--- src/rtl/seg_shift_display_driver_if.sv ---
// Request-side bundle for seg_shift_display_driver: value, display flags and
// the valid/ready handshake with its busy companion.
interface seg_shift_display_driver_if #(
   parameter int DATA_WIDTH = 16
) ();
   logic [DATA_WIDTH-1:0] i_data;
   logic                  i_data_is_neg;
   logic                  i_error;
   logic                  i_hex_mode;
   logic                  i_common_anode;
   logic                  i_valid;
   logic                  o_ready;
   logic                  o_busy;

   modport master (
      output i_data, i_data_is_neg, i_error, i_hex_mode, i_common_anode, i_valid,
      input  o_ready, o_busy
   );

   modport slave (
      input  i_data, i_data_is_neg, i_error, i_hex_mode, i_common_anode, i_valid,
      output o_ready, o_busy
   );
endinterface

--- src/rtl/seg_shift_display_driver.sv ---
// 7-segment shift-register driver: converts a magnitude to decimal or hex digits,
// formats sign/blanking/"Err", then serialises the segment bytes and latches them.
module seg_shift_display_driver #(
   parameter int DATA_WIDTH = 16,
   parameter int NUM_DIGITS = 5,
   parameter int CLK_DIV    = 2
) (
   input  logic                         clk,
   input  logic                         rst_n,
   seg_shift_display_driver_if.slave    bus,
   output logic                         o_sr_data,
   output logic                         o_sr_clk,
   output logic                         o_sr_latch,
   output logic                         o_sr_oe_n
);

   // Decimal digit count of 2^DATA_WIDTH-1, via log10(2) ~= 0.30103 (never underestimates).
   localparam int DEC_D  = (DATA_WIDTH * 30103) / 100000 + 1;
   localparam int HEX_D  = (DATA_WIDTH + 3) / 4;
   localparam int MAX_DH = (DEC_D > HEX_D) ? DEC_D : HEX_D;
   localparam int MAXD   = (MAX_DH > NUM_DIGITS) ? MAX_DH : NUM_DIGITS;
   localparam int BCD_W  = 4 * DEC_D;
   localparam int HEX_W  = 4 * HEX_D;
   localparam int NBITS  = 8 * NUM_DIGITS;
   localparam int CNTW   = $clog2(DATA_WIDTH + 1);
   localparam int BITW   = $clog2(NBITS);
   localparam int DIVW   = $clog2(CLK_DIV + 1);

   localparam logic [CNTW-1:0] CONV_LAST = CNTW'(DATA_WIDTH - 1);
   localparam logic [BITW-1:0] BIT_LAST  = BITW'(NBITS - 1);
   localparam logic [DIVW-1:0] DIV_LAST  = DIVW'(CLK_DIV - 1);

   typedef enum logic [1:0] {
      S_IDLE,
      S_CONVERT,
      S_SHIFT,
      S_LATCH
   } state_t;

   state_t               r_state;
   state_t               w_state_next;
   logic [DATA_WIDTH-1:0] r_data;
   logic                 r_neg;
   logic                 r_err;
   logic                 r_hex;
   logic                 r_ca;
   logic [BCD_W-1:0]     r_bcd;
   logic [CNTW-1:0]      r_cnt;
   logic [NBITS-1:0]     r_shift;
   logic [DIVW-1:0]      r_div;
   logic                 r_hi;
   logic [BITW-1:0]      r_bit;
   logic                 r_sr_data;
   logic                 r_sr_clk;
   logic                 r_sr_latch;
   logic                 r_sr_oe_n;

   logic                 w_accept;
   logic                 w_tick;
   logic                 w_conv_done;
   logic [BCD_W-1:0]     w_bcd_adj;
   logic [BCD_W-1:0]     w_bcd_next;
   logic [HEX_W-1:0]     w_hex_pad;
   logic [4*MAXD-1:0]    w_digits;
   int                   w_nsig;
   logic                 w_ovf;
   logic [NBITS-1:0]     w_fmt;

   function automatic logic [7:0] seg7(input logic [3:0] v);
      case (v)
         4'h0: seg7 = 8'h3F;  4'h1: seg7 = 8'h06;  4'h2: seg7 = 8'h5B;  4'h3: seg7 = 8'h4F;
         4'h4: seg7 = 8'h66;  4'h5: seg7 = 8'h6D;  4'h6: seg7 = 8'h7D;  4'h7: seg7 = 8'h07;
         4'h8: seg7 = 8'h7F;  4'h9: seg7 = 8'h6F;  4'hA: seg7 = 8'h77;  4'hB: seg7 = 8'h7C;
         4'hC: seg7 = 8'h39;  4'hD: seg7 = 8'h5E;  4'hE: seg7 = 8'h79;  default: seg7 = 8'h71;
      endcase
   endfunction

   assign w_accept    = bus.i_valid && (r_state == S_IDLE);
   assign w_tick      = (r_div == DIV_LAST);
   assign w_conv_done = r_hex || (r_cnt == CONV_LAST);
   assign w_hex_pad   = HEX_W'(r_data);

   assign bus.o_ready = (r_state == S_IDLE);
   assign bus.o_busy  = (r_state != S_IDLE);
   assign o_sr_data   = r_sr_data;
   assign o_sr_clk    = r_sr_clk;
   assign o_sr_latch  = r_sr_latch;
   assign o_sr_oe_n   = r_sr_oe_n;

   // One double-dabble step: add 3 to every BCD digit >= 5, then shift in the next data MSB.
   always_comb begin
      // NOTE: every combinational output gets a default first so no path infers a latch.
      w_bcd_adj = r_bcd;
      for (int d = 0; d < DEC_D; d++) begin
         if (r_bcd[4*d +: 4] > 4'd4) w_bcd_adj[4*d +: 4] = r_bcd[4*d +: 4] + 4'd3;
      end
      w_bcd_next = (w_bcd_adj << 1) | BCD_W'(r_data[DATA_WIDTH-1]);
   end

   // Decimal digits are taken from the step in flight so the last step loads the shifter directly.
   always_comb begin
      w_digits = '0;
      if (r_hex) w_digits[HEX_W-1:0] = w_hex_pad;
      else       w_digits[BCD_W-1:0] = w_bcd_next;
   end

   always_comb begin
      w_nsig = 1;
      for (int i = 0; i < MAXD; i++) begin
         if (w_digits[4*i +: 4] != 4'h0) w_nsig = i + 1;
      end
      w_ovf = (w_nsig + (r_neg ? 1 : 0)) > NUM_DIGITS;
   end

   always_comb begin
      logic [7:0] v_byte;
      w_fmt = '0;
      for (int k = 0; k < NUM_DIGITS; k++) begin
         v_byte = 8'h00;
         if (r_err || w_ovf) begin
            if (k == 2)     v_byte = 8'h79;
            else if (k < 2) v_byte = 8'h50;
         end else if (k < w_nsig) begin
            v_byte = seg7(w_digits[4*k +: 4]);
         end else if (r_neg && (k == w_nsig)) begin
            v_byte = 8'h40;
         end
         if (r_ca) v_byte = ~v_byte;
         w_fmt[8*k +: 8] = v_byte;
      end
   end

   always_ff @(posedge clk or negedge rst_n) begin
      if (!rst_n) r_state <= S_IDLE;
      else        r_state <= w_state_next;
   end

   always_comb begin
      w_state_next = r_state;
      case (r_state)
         S_IDLE:    if (w_accept) w_state_next = S_CONVERT;
         S_CONVERT: if (w_conv_done) w_state_next = S_SHIFT;
         S_SHIFT:   if (w_tick && r_hi && (r_bit == BIT_LAST)) w_state_next = S_LATCH;
         S_LATCH:   if (w_tick) w_state_next = S_IDLE;
         default:   w_state_next = S_IDLE;
      endcase
   end

   // NOTE: sequential state uses non-blocking assignments so every register samples pre-edge values.
   always_ff @(posedge clk or negedge rst_n) begin
      if (!rst_n) begin
         r_data     <= '0;
         r_neg      <= 1'b0;
         r_err      <= 1'b0;
         r_hex      <= 1'b0;
         r_ca       <= 1'b0;
         r_bcd      <= '0;
         r_cnt      <= '0;
         r_shift    <= '0;
         r_div      <= '0;
         r_hi       <= 1'b0;
         r_bit      <= '0;
         r_sr_data  <= 1'b0;
         r_sr_clk   <= 1'b0;
         r_sr_latch <= 1'b0;
         r_sr_oe_n  <= 1'b1;
      end else begin
         case (r_state)
            S_IDLE: begin
               if (w_accept) begin
                  r_data <= bus.i_data;
                  r_neg  <= bus.i_data_is_neg;
                  r_err  <= bus.i_error;
                  r_hex  <= bus.i_hex_mode;
                  r_ca   <= bus.i_common_anode;
                  r_bcd  <= '0;
                  r_cnt  <= '0;
               end
            end
            S_CONVERT: begin
               if (!r_hex) begin
                  r_bcd  <= w_bcd_next;
                  r_data <= r_data << 1;
                  r_cnt  <= r_cnt + 1'b1;
               end
               if (w_conv_done) begin
                  r_shift   <= w_fmt;
                  r_sr_data <= w_fmt[NBITS-1];
                  r_sr_clk  <= 1'b0;
                  r_div     <= '0;
                  r_hi      <= 1'b0;
                  r_bit     <= '0;
               end
            end
            S_SHIFT: begin
               r_div <= w_tick ? '0 : r_div + 1'b1;
               if (w_tick) begin
                  if (!r_hi) begin
                     r_sr_clk <= 1'b1;
                     r_hi     <= 1'b1;
                  end else begin
                     r_sr_clk <= 1'b0;
                     r_hi     <= 1'b0;
                     if (r_bit == BIT_LAST) begin
                        r_sr_latch <= 1'b1;
                     end else begin
                        r_shift   <= r_shift << 1;
                        r_sr_data <= r_shift[NBITS-2];
                        r_bit     <= r_bit + 1'b1;
                     end
                  end
               end
            end
            S_LATCH: begin
               r_div <= w_tick ? '0 : r_div + 1'b1;
               if (w_tick) begin
                  r_sr_latch <= 1'b0;
                  r_sr_data  <= 1'b0;
                  r_sr_oe_n  <= 1'b0;
               end
            end
            default: ;
         endcase
      end
   end

endmodule

--- src/flat_wrapper.sv ---
// flat-port wrapper written by rule: the top's interface ports become plain ports
module seg_shift_display_driver_flat 
#(
   parameter int DATA_WIDTH = 16,
   parameter int NUM_DIGITS = 5,
   parameter int CLK_DIV    = 2
)
  (clk, rst_n, o_sr_data, o_sr_clk, o_sr_latch, o_sr_oe_n, bus_i_data, bus_i_data_is_neg, bus_i_error, bus_i_hex_mode, bus_i_common_anode, bus_i_valid, bus_o_ready, bus_o_busy);
  seg_shift_display_driver_if #(.DATA_WIDTH(DATA_WIDTH)) bus_i ();
  input  logic clk;
  input  logic rst_n;
  output logic o_sr_data;
  output logic o_sr_clk;
  output logic o_sr_latch;
  output logic o_sr_oe_n;
  input wire logic [$bits(bus_i.i_data)-1:0] bus_i_data;
  input wire logic [$bits(bus_i.i_data_is_neg)-1:0] bus_i_data_is_neg;
  input wire logic [$bits(bus_i.i_error)-1:0] bus_i_error;
  input wire logic [$bits(bus_i.i_hex_mode)-1:0] bus_i_hex_mode;
  input wire logic [$bits(bus_i.i_common_anode)-1:0] bus_i_common_anode;
  input wire logic [$bits(bus_i.i_valid)-1:0] bus_i_valid;
  output wire logic [$bits(bus_i.o_ready)-1:0] bus_o_ready;
  output wire logic [$bits(bus_i.o_busy)-1:0] bus_o_busy;
  assign bus_i.i_data = bus_i_data;
  assign bus_i.i_data_is_neg = bus_i_data_is_neg;
  assign bus_i.i_error = bus_i_error;
  assign bus_i.i_hex_mode = bus_i_hex_mode;
  assign bus_i.i_common_anode = bus_i_common_anode;
  assign bus_i.i_valid = bus_i_valid;
  assign bus_o_ready = bus_i.o_ready;
  assign bus_o_busy = bus_i.o_busy;
  seg_shift_display_driver #(.DATA_WIDTH(DATA_WIDTH), .NUM_DIGITS(NUM_DIGITS), .CLK_DIV(CLK_DIV)) u_core (.clk(clk), .rst_n(rst_n), .bus(bus_i), .o_sr_data(o_sr_data), .o_sr_clk(o_sr_clk), .o_sr_latch(o_sr_latch), .o_sr_oe_n(o_sr_oe_n));
endmodule
--- config.mk ---
export PLATFORM = sky130hd
export DESIGN_NAME = seg_shift_display_driver_flat
export DESIGN_NICKNAME = d
export VERILOG_FILES = /design/src/rtl/seg_shift_display_driver_if.sv /design/src/rtl/seg_shift_display_driver.sv /design/src/flat_wrapper.sv
export SDC_FILE = /design/constraint.sdc
export NUM_CORES = 1
export LEC_CHECK = 0
export CELL_PAD_IN_SITES_DETAIL_PLACEMENT = 2
export CELL_PAD_IN_SITES_GLOBAL_PLACEMENT = 2
export CORE_UTILIZATION = 25
export CTS_BUF_LIST = sky130_fd_sc_hd__clkbuf_2
export DETAILED_ROUTE_END_ITERATION = 8
export GPL_TIMING_DRIVEN = 0
export PLACE_DENSITY = 0.59
export SLEW_MARGIN = 40
export SYNTH_ARGS = -nofsm -noshare
export SYNTH_HDL_FRONTEND = slang
export SYNTH_SLANG_ARGS = --single-unit
--- constraint.sdc ---
create_clock -name clk -period 6.8 [get_ports clk]
set_clock_uncertainty 0.05 [all_clocks]
set_input_delay 1.02 -clock clk [delete_from_list [all_inputs] [get_ports clk]]
set_output_delay 1.02 -clock clk [all_outputs]
set_load 0.01 [all_outputs]
==> results by group, run 1 <==
Status
  • Status: completed

Routing
  • Antenna Nets Post-Route: 0
  • Vias: 6479
  • Initial DRC count: 231
  • Drt wl/cell: 19.7 µm
  • Number of iterations in the first detailed-routing pass: 4
  • DRC violations left: 0
  • DR vias/cell: roughly 5.1
  • Final wirelength: between 20 and 30 mm

Clock network
  • Clock root buffer: clkbuf_2
  • CTS max path bufs: 2
  • Hold Buf Count CTS: 0
  • CTS tree: yes
  • Clk_lat worst skew: 0.71 ns
  • # resized after CTS: 0
  • CTS clk-pin slew, worst paths: 0.34 ns
  • CTS HTree Levels: 3
  • Clock sink count: 98
  • Total CTS buffers: 9
  • Post-CTS Setup Bufs: 0

Synth
  • Synthesized area per cell: 8.43 µm²
  • Most used DFF post-synth: dfrtp_1
  • Mapped Area: 7130 µm²
  • Asr flop ratio synth: 100%
  • Yosys Warn Count: 0
  • #FFs+latches synth: 98
  • Synthesized instance count: 846
  • Sequential cell area fraction in the yosys report: between 30% and 40%
  • Post-synth EDFFs: 0
  • Synthesized net count: approximately 910
  • Synth cell types: between 70 and 80

Worst hold path
  • Worst hold path type: in2async

Timing
  • Fin. Hold Viols: 0
  • Tmin final: about 3.9 ns
  • Period Utilization, post-route: 57.7%
  • Slew headroom: 49.4%
  • Hold Slack: 0.135 ns
  • Setup violations, final: 0
  • Setup TNS: 0 ns
  • RSZ-0062 raised after global routing: no
  • Slew Viols, Final: 0
  • Worst Tran Pin Value: 0.756 ns
  • F_max: between 200 and 300 MHz

Placement
  • # port buffers: 28
  • DP Wirelength: roughly 19 mm
  • Placer Congestion: 0.759

Final layout
  • Utilization after layout: 28.8%
  • Commonest non-fill, non-tap cell in the layout: nand2_1
  • Fin nets: 948
  • Area grow syn2layout: 12.8%
  • Share of post-route cells with drive strength above 1: 7.97%
  • Filler Cell Count: 3276
  • Most frequent cells in the layout: nand2_1 (106), dfrtp_1 (97), o21ai_0 (75)

Global route
  • Largest net degree at the start of global routing: 53
  • Antenna violations before repair: 2
  • Global-route wire length before repair: just over 40 mm
  • Remaining Overflow, GRT: 0
  • Busiest grt layer: met2
  • GR Util met3: 1.85%
  • Met2 usage: 31.0%
  • All-Layer GR Usage: a little under a fifth
  • Met1 usage: roughly 25%
  • Vias in the first global route: 7098

Die
  • Die W: 171 µm
  • Starting Density: around a quarter
  • Die Height: approximately 170 µm
  • Core area: ~28000 µm²
  • I/O pin count: 29
  • Rows: 61
  • Area of the die: 29200 µm²

Pwr
  • Pleak: 3.48 nW
  • Power per cell area: approximately 120 nW/µm²
  • Worst IR Drop VDD: 0.0000552 V

Critical path
  • Worst R2R Setup Slack: 2.88 ns
  • Worst-path fanout max: 10
  • CP arrival: 4.53 ns
  • CP Capture Type: flop
  • Worst EP required: 7.41 ns
  • Nature of the critical path startpoint: flop
  • Worst Setup Path Type: reg2reg

Job
  • Max cap viols: 0
## report_power, final
group | switching, mW | internal, mW | total [mW]
clock | 0.238 | 0.0913 | 0.329
sequential | 0 | 0.585 | 0.585
combinational | 0.0158 | 0.0140 | 0.0298
## stage by stage
stage                     area, µm²  worst slack (ns)  std cells  total power [mW]
final                          8050              2.88       1271             0.944
after CTS                      8040              2.85       1269             0.967
after global routing           8050              2.56       1271             0.987
after detailed placement       7920              2.90       1253             0.625
after floorplan                7130              3.74        846             0.596
after global placement         7890             0.250       1252             0.623
## final timing paths
path / startpoint / end / cells after the start
setup / recovery: u_core.r_hex / u_core.r_shift[14] / 13
hold / removal: rst_n / u_core.r_shift[20] / 1
setup reg to reg: u_core.r_hex / u_core.r_shift[14] / 13
hold reg to reg: u_core.o_sr_oe_n / u_core.o_sr_oe_n / 1
max in group asynchronous: rst_n / u_core.r_bcd[4] / 2
min in group clk: u_core.o_sr_oe_n / u_core.o_sr_oe_n / 1
## critical path, cell delays in order (launching register included)
cell and delay (ns):
dfrtp_1 0.44, buf_2 0.28, buf_2 0.36, buf_2 0.33, clkbuf_1 0.46, or2_2 0.25, ha_1 0.17, nor2b_4 0.23
nand4_4 0.13, buf_6 0.16, or3_4 0.42, a2bb2oi_2 0.17, mux2i_1 0.25, a2bb2oi_1 0.17
## flip-flops by register name, indices dropped and copies added (netlist names), 2 cells and up
| signal | flops |
|---|---|
| u_core.r_div | 2 |
| u_core.r_bcd | 20 |
| u_core.r_data | 16 |
| u_core.r_state | 2 |
| u_core.r_bit | 6 |
| u_core.r_cnt | 5 |
| u_core.r_shift | 39 |
## cell type report
| type | count | area, µm² | share of cell area, % |
|---|---|---|---|
| Multi-Input combinational cell | 655 | 4300 | 53.4 |
| Sequential cell | 98 | 2450 | 30.5 |
| Tap cell | 378 | 473 | 5.88 |
| Timing Repair Buffer | 29 | 313 | 3.89 |
| Buffer | 54 | 236 | 2.94 |
| Inverter | 39 | 146 | 1.82 |
| Clock inverter | 6 | 71.3 | 0.886 |
| Clock buffer | 10 | 50.0 | 0.622 |
| Antenna cell | 2 | 5.00 | 0.0622 |
## synthesized netlist by cell type, types with 9 or more instances
| cell type | instances | share of area [%] |
|---|---|---|
| nor3_1 | 20 | 1.4 |
| buf_2 | 16 | 1.1 |
| clkbuf_1 | 30 | 1.6 |
| inv_1 | 38 | 2.0 |
| o211ai_1 | 12 | 1.3 |
| xnor2_1 | 19 | 2.3 |
| nand2_1 | 106 | 5.6 |
| dfrtp_1 | 97 | 34 |
| a21oi_1 | 42 | 2.9 |
| and3_1 | 10 | 0.88 |
| mux2i_1 | 48 | 6.7 |
| o21ai_0 | 75 | 5.3 |
| ha_1 | 39 | 6.8 |
| nor2_1 | 59 | 3.1 |
| a22oi_1 | 10 | 1.1 |
| xor2_1 | 9 | 1.1 |
| nor2b_1 | 11 | 0.96 |
| nand3_1 | 49 | 3.4 |
## cell families after synthesis
family / after synthesis / synth area share [%]
simple gates: 297 / 19.9
compound gates: 235 / 22.0
flops: 98 / 34.4
buf+inv: 93 / 5.35
mux: 56 / 8.00
fa+ha+maj: 39 / 6.84
xor+xnor: 28 / 3.44
## layer usage
metal / vias up / wire (µm)
li1: 3090 / -
met1: 3339 / 12500
met2: 36 / 11900
met3: 14 / 372
met4: 0 / 226
met5: - / 0
No activity file was read; power rests on OpenSTA's default activity.
==> run 2: changes to the inputs <==
- clock period: 6.8 -> 3.96 ns (I/O delays scaled with it)
==> run 2 against run 1 <==
  * Global-route usage about the same
  * Fmax is 4.5% higher
  * Die area is the same
==> results by group, run 2 (synthesized netlist as in run 1, its figures left out) <==
Global route
  • Vias in the first global route: approximately 7100
  • Remaining Overflow, GRT: 0
  • All-Layer GR Usage: a little under a fifth
  • Global-route wire length before repair: 40.7 mm
  • Largest net degree at the start of global routing: 53
  • Antenna violations before repair: 2

Die
  • Rows: 61
  • Die W: 171 µm
  • Die Height: 171 µm
  • I/O pin count: 29
  • Area of the die: ~30000 µm²
  • Core area: 27900 µm²
  • Starting Density: about 26%

Placement
  • DP Area: 7920 µm²
  • # port buffers: 28
  • DP Wirelength: about 19 mm
  • Placer Congestion: between 0.7 and 0.8

Critical path
  • Worst Setup Path Type: reg2reg
  • RR Startpoint: u_core.r_hex
  • Nature of the critical path startpoint: flop
  • CP arrival: 4.37 ns
  • CP Capture Type: flop
  • Worst-path fanout max: 10
  • Worst EP required: 4.57 ns
  • Critical Path Start: u_core.r_hex

Routing
  • Drt wl/cell: 19.7 µm
  • DR vias/cell: 5.10
  • Highest Signal Layer: met4
  • DRC violations left: 0
  • Vias: ~6500
  • Final wirelength: 25.1 mm
  • Met3 routed WL: 385 µm
  • Routed length on met1: 12.6 mm
  • Initial DRC count: around 210
  • Antenna Nets Post-Route: 0
  • Number of iterations in the first detailed-routing pass: 4
  • Wire length on met2: 11.9 mm

Worst hold path
  • Worst hold path type: in2async

Final layout
  • Biggest register: u_core.r_shift
  • Commonest non-fill, non-tap cell in the layout: nand2_1
  • Final instance area: 8080 µm²
  • Top Registers: u_core.r_shift: 39 flops, u_core.r_bcd: 20 flops, u_core.r_data: 16 flops
  • Most frequent cells in the layout: nand2_1 (106), dfrtp_1 (97), o21ai_0 (75)
  • Fin nets: 949
  • Area grow syn2layout: 13.3%
  • Max FFs per register: 39
  • Filler Cell Count: 3269
  • Area of the multi-input gates: 4320 µm²
  • Register area: 2450 µm²
  • Share of post-route cells with drive strength above 1: 8.30%

Clock network
  • CTS clk-pin slew, worst paths: between 0.3 and 0.4 ns
  • CTS tree: yes
  • CTS HTree Levels: 3
  • CTS max path bufs: 2
  • Clk_lat worst skew: 0.72 ns
  • Total CTS buffers: 9
  • Clock root buffer: clkbuf_2
  • Clock sink count: 98
  • Post-CTS Setup Bufs: 0

Pwr
  • Power per cell area: 201 nW/µm²
  • Pleak: roughly 3.5 nW
  • Worst IR Drop VDD: 0.0000947 V

Timing
  • Setup violations, final: 0
  • Slew headroom: 49.8%
  • Worst Tran Pin Value: 0.750 ns
  • RSZ-0062 raised after global routing: no
  • F_max: 266 MHz
  • Fin. Hold Viols: 0
  • Slew Viols, Final: 0
  • Setup TNS: 0 ns
  • Period Utilization, post-route: 94.8%
  • Tmin final: 3.75 ns

Status
  • Status: completed

Job
  • Max cap viols: 0
==> run 2: cell count changes in the layout (fill, tap and decap cells not counted) <==
cell | previous run | this run
dlygate4sd3_1 | 0 | 1
clkbuf_1 | 30 | 29
clkbuf_2 | 11 | 12
a21oi_4 | 0 | 1
o31ai_4 | 0 | 1
a21oi_2 | 3 | 2
mux2i_2 | 0 | 1
o31ai_2 | 1 | 0
a211oi_2 | 1 | 2
a211oi_1 | 8 | 7
mux2i_1 | 48 | 47
==> run 2: repair_timing <==
action	CTS	global route
hold buffers	1	0
endpoints found under the hold margin	50	0
setup endpoints to repair	0	20
gates resized for setup	0	6
==> run 2: area by class of cell <==
| cell class | count | area share, % |
|---|---|---|
| Buffer | 54 | 2.94 |
| Inverter | 39 | 1.81 |
| Clock inverter | 6 | 0.882 |
| Antenna cell | 2 | 0.0619 |
| Clock buffer | 10 | 0.619 |
| Multi-Input combinational cell | 655 | 53.5 |
| Tap cell | 378 | 5.85 |
| Sequential cell | 98 | 30.4 |
| Timing Repair Buffer | 30 | 3.99 |
==> run 2: per-layer routing <==
layer	vias up	track usage, %
met5	-	0
met4	0	4.39
met3	15	1.85
met2	38	31.0
met1	3347	25.0
li1	3093	-
==> run 2: metrics by stage <==
step                      hold slack, ns  std cells  setup slack (ns)  power [mW]  utilization (%)
after floorplan                    0.248        846             0.903        1.02                -
after global placement             0.415       1252             -2.16        1.07             28.2
after detailed placement           0.422       1253            0.0572        1.07             28.4
after CTS                          0.248       1270           0.00932        1.66             28.8
after global routing               0.274       1272            0.0186        1.70             28.9
final                              0.289       1272             0.206        1.62             28.9
==> run 2: worst max-delay path: stages (launching register included) <==
cell,delay [ns]
dfrtp_1,0.44
buf_2,0.28
buf_2,0.37
buf_2,0.33
clkbuf_2,0.31
or2_2,0.20
ha_1,0.17
nor2b_4,0.23
nand4_4,0.15
buf_6,0.17
or3_4,0.42
a2bb2oi_2,0.17
mux2i_1,0.25
a2bb2oi_1,0.17
==> run 2: report_power, final <==
part	switching, mW	internal (mW)	total (mW)
combinational	0.0274	0.0247	0.0521
sequential	0	1.00	1.00
clock	0.412	0.157	0.568
==> run 2: path summary, 6_finish.rpt <==
| path | endpoint | depth (start not counted) | slack, ns |
|---|---|---|---|
| max in group asynchronous | u_core.r_bcd[4] | 3 | 2.91 |
| hold / removal | u_core.r_shift[20] | 2 | 0.29 |
| setup / recovery | u_core.r_shift[14] | 13 | 0.21 |
| setup reg to reg | u_core.r_shift[14] | 13 | 0.21 |
| min in group clk | u_core.r_err | 2 | 0.42 |
| hold reg to reg | u_core.o_sr_oe_n | 1 | 0.47 |
==> run 3: changes to the inputs <==
- CORE_UTILIZATION: 25 -> 39
- PLACE_DENSITY: 0.59 -> not set
- PLACE_DENSITY_LB_ADDON: not set -> 0.1
==> run 3 against run 2 <==
  * Utilization is 15 points higher
  * Sequential power hardly changed
  * Cell count is 12% lower
  * Combinational power down 2%
  * Non-clock buffer count unchanged
  * First-iteration DRC count increased by 17%
  * Clock power shrank 10%
  * Global-route usage up 9.5 points
  * Cell area is 2.6% lower
  * Register-to-register slack is essentially flat
  * Sequential share of layout area is 0.81 points higher
  * Setup slack better by 0.0021 ns
  * Largest power group unchanged
  * Highest routed layer unchanged
==> results by group, run 3 (synthesized netlist as in run 1, its figures left out) <==
Critical path
  • CP top delay family: buffers and inverters
  • CP arrival: 4.33 ns
  • Most used cell, CP: mux2i_1
  • Nature of the critical path startpoint: flop
  • Crit path cell chain: buf_2 > inv_2 > buf_1 > mux2i_1 > ha_1 > nand4_4 > buf_6 > or3_4 > a2bb2oi_2 > mux2i_1 > a2bb2oi_1
  • CP bufs+invs: 4
  • Worst EP required: 4.53 ns
  • Worst R2R Setup Slack: 0.21 ns
  • Worst Setup Path Type: reg2reg
  • CP max stage cell: mux2i_1
  • Worst-path fanout max: 10
  • CP Capture Type: flop
  • Max incr delay on CP: roughly 0.64 ns

Clock network
  • Clk_lat worst skew: 0.66 ns
  • CTS tree: yes
  • Clock sink count: 98
  • Clock root buffer: clkbuf_2
  • CTS max path bufs: 2
  • CTS HTree Levels: 3
  • CTS clk-pin slew, worst paths: 0.35 ns
  • Total CTS buffers: 9
  • Post-CTS Setup Bufs: 0

Global route
  • Largest net degree at the start of global routing: 63
  • Global-route wire length before repair: 39.4 mm
  • All-Layer GR Usage: 27.8%
  • Remaining Overflow, GRT: 0
  • Vias in the first global route: slightly above 7000
  • Antenna violations before repair: 1

Placement
  • Placed cells: 1104
  • # port buffers: 28
  • Placer Congestion: 0.907
  • DP Wirelength: roughly 19 mm
  • DP Area: around 7700 µm²

Pwr
  • Pleak: between 3 and 4 nW
  • Power per cell area: 199 nW/µm²
  • Worst IR Drop VDD: 0.000134 V

Die
  • Area of the die: 18800 µm²
  • Die Height: 137 µm
  • Starting Density: just under 40%
  • Die W: about 140 µm
  • Core area: 18000 µm²
  • Rows: 49
  • I/O pin count: 29

Timing
  • F_max: 267 MHz
  • Setup violations, final: 0
  • Slew headroom: 50.4%
  • Period Utilization, post-route: 94.7%
  • Fin. Hold Viols: 0
  • Tmin final: 3.75 ns
  • Slew Viols, Final: 0
  • Worst Tran Pin Value: 0.736 ns
  • RSZ-0062 raised after global routing: no

Routing
  • DR vias/cell: 5.88
  • Number of iterations in the first detailed-routing pass: 5
  • Initial DRC count: 245
  • Final wirelength: 24.9 mm
  • Drt wl/cell: 22.2 µm
  • DRC violations left: 0
  • Vias: between 6000 and 7000
  • Antenna Nets Post-Route: 0

Final layout
  • Commonest non-fill, non-tap cell in the layout: nand2_1
  • Fin cells: 1122
  • Filler Cell Count: between 2000 and 2500
  • Fin nets: 949
  • Register area: 2450 µm²
  • Area of the multi-input gates: approximately 4300 µm²
  • Final instance area: 7870 µm²
  • Top Registers: u_core.r_shift: 39 flops, u_core.r_bcd: 20 flops, u_core.r_data: 16 flops
  • Most frequent cells in the layout: nand2_1 (106), dfrtp_1 (97), o21ai_0 (75)
  • Biggest register: u_core.r_shift
  • Max FFs per register: 39
  • Area grow syn2layout: 10.4%
  • Share of post-route cells with drive strength above 1: 8.07%

Status
  • Status: completed

Job
  • Max cap viols: 0

Worst hold path
  • Worst hold path type: in2async
==> run 3: timing repair <==
action | CTS | global route
hold buffers | 1 | 0
resized for setup | 1 | 4
endpoints found under the hold margin | 36 | 0
endpoints found under the setup margin | 1 | 26
==> run 3: worst paths after layout <==
check / start / to / cells after the start
max in group asynchronous: rst_n / u_core.o_sr_oe_n / 3
min reg2reg: u_core.o_sr_oe_n / u_core.o_sr_oe_n / 1
min: rst_n / u_core.r_cnt[4] / 2
max: u_core.r_hex / u_core.r_shift[14] / 11
max reg2reg: u_core.r_hex / u_core.r_shift[14] / 11
min in group clk: u_core.o_sr_oe_n / u_core.o_sr_oe_n / 1
==> run 3: cell type report <==
type | instances | share of cell area, %
tap | 229 | 3.64
timing repair buffer | 30 | 4.10
multi-input combinational | 655 | 54.8
buffer | 54 | 3.05
antenna | 1 | 0.0318
clock inverter | 7 | 0.779
sequential | 98 | 31.2
inverter | 39 | 1.86
clock buffer | 9 | 0.572
==> run 3: power breakdown <==
| part | internal, mW | leakage [nW] | switching (mW) |
|---|---|---|---|
| clock network | 0.0968 | 0.0663 | 0.413 |
| logic | 0.0247 | 2.10 | 0.0266 |
| registers | 1.00 | 1.32 | 0 |
==> run 3: layer usage <==
metal	routed length (µm)	vias up	track usage, %
li1	-	3093	-
met1	11500	3412	35.7
met2	12500	71	49.4
met3	483	24	2.94
met4	384	0	7.33
met5	0	-	0
==> run 3: through the flow <==
step                      utilization, %  total power [mW]  TNS, ns  setup slack, ns  hold slack (ns)
final                               43.8              1.57        0            0.208            0.309
after global routing                43.8              1.62        0           0.0244            0.277
after CTS                           43.8              1.58        0          0.00413            0.278
after detailed placement            43.1              1.07        0           0.0142            0.421
after global placement              42.9              1.07  -160.83            -1.67            0.415
after floorplan                        -              1.02        0            0.903            0.248
==> run 3: worst reg2reg max path, cell delays in order, from the launching register on <==
cell,delay (ns)
dfrtp_1,0.45
buf_2,0.24
inv_2,0.24
buf_1,0.49
mux2i_1,0.65
ha_1,0.35
nand4_4,0.14
buf_6,0.18
or3_4,0.42
a2bb2oi_2,0.16
mux2i_1,0.21
a2bb2oi_1,0.19
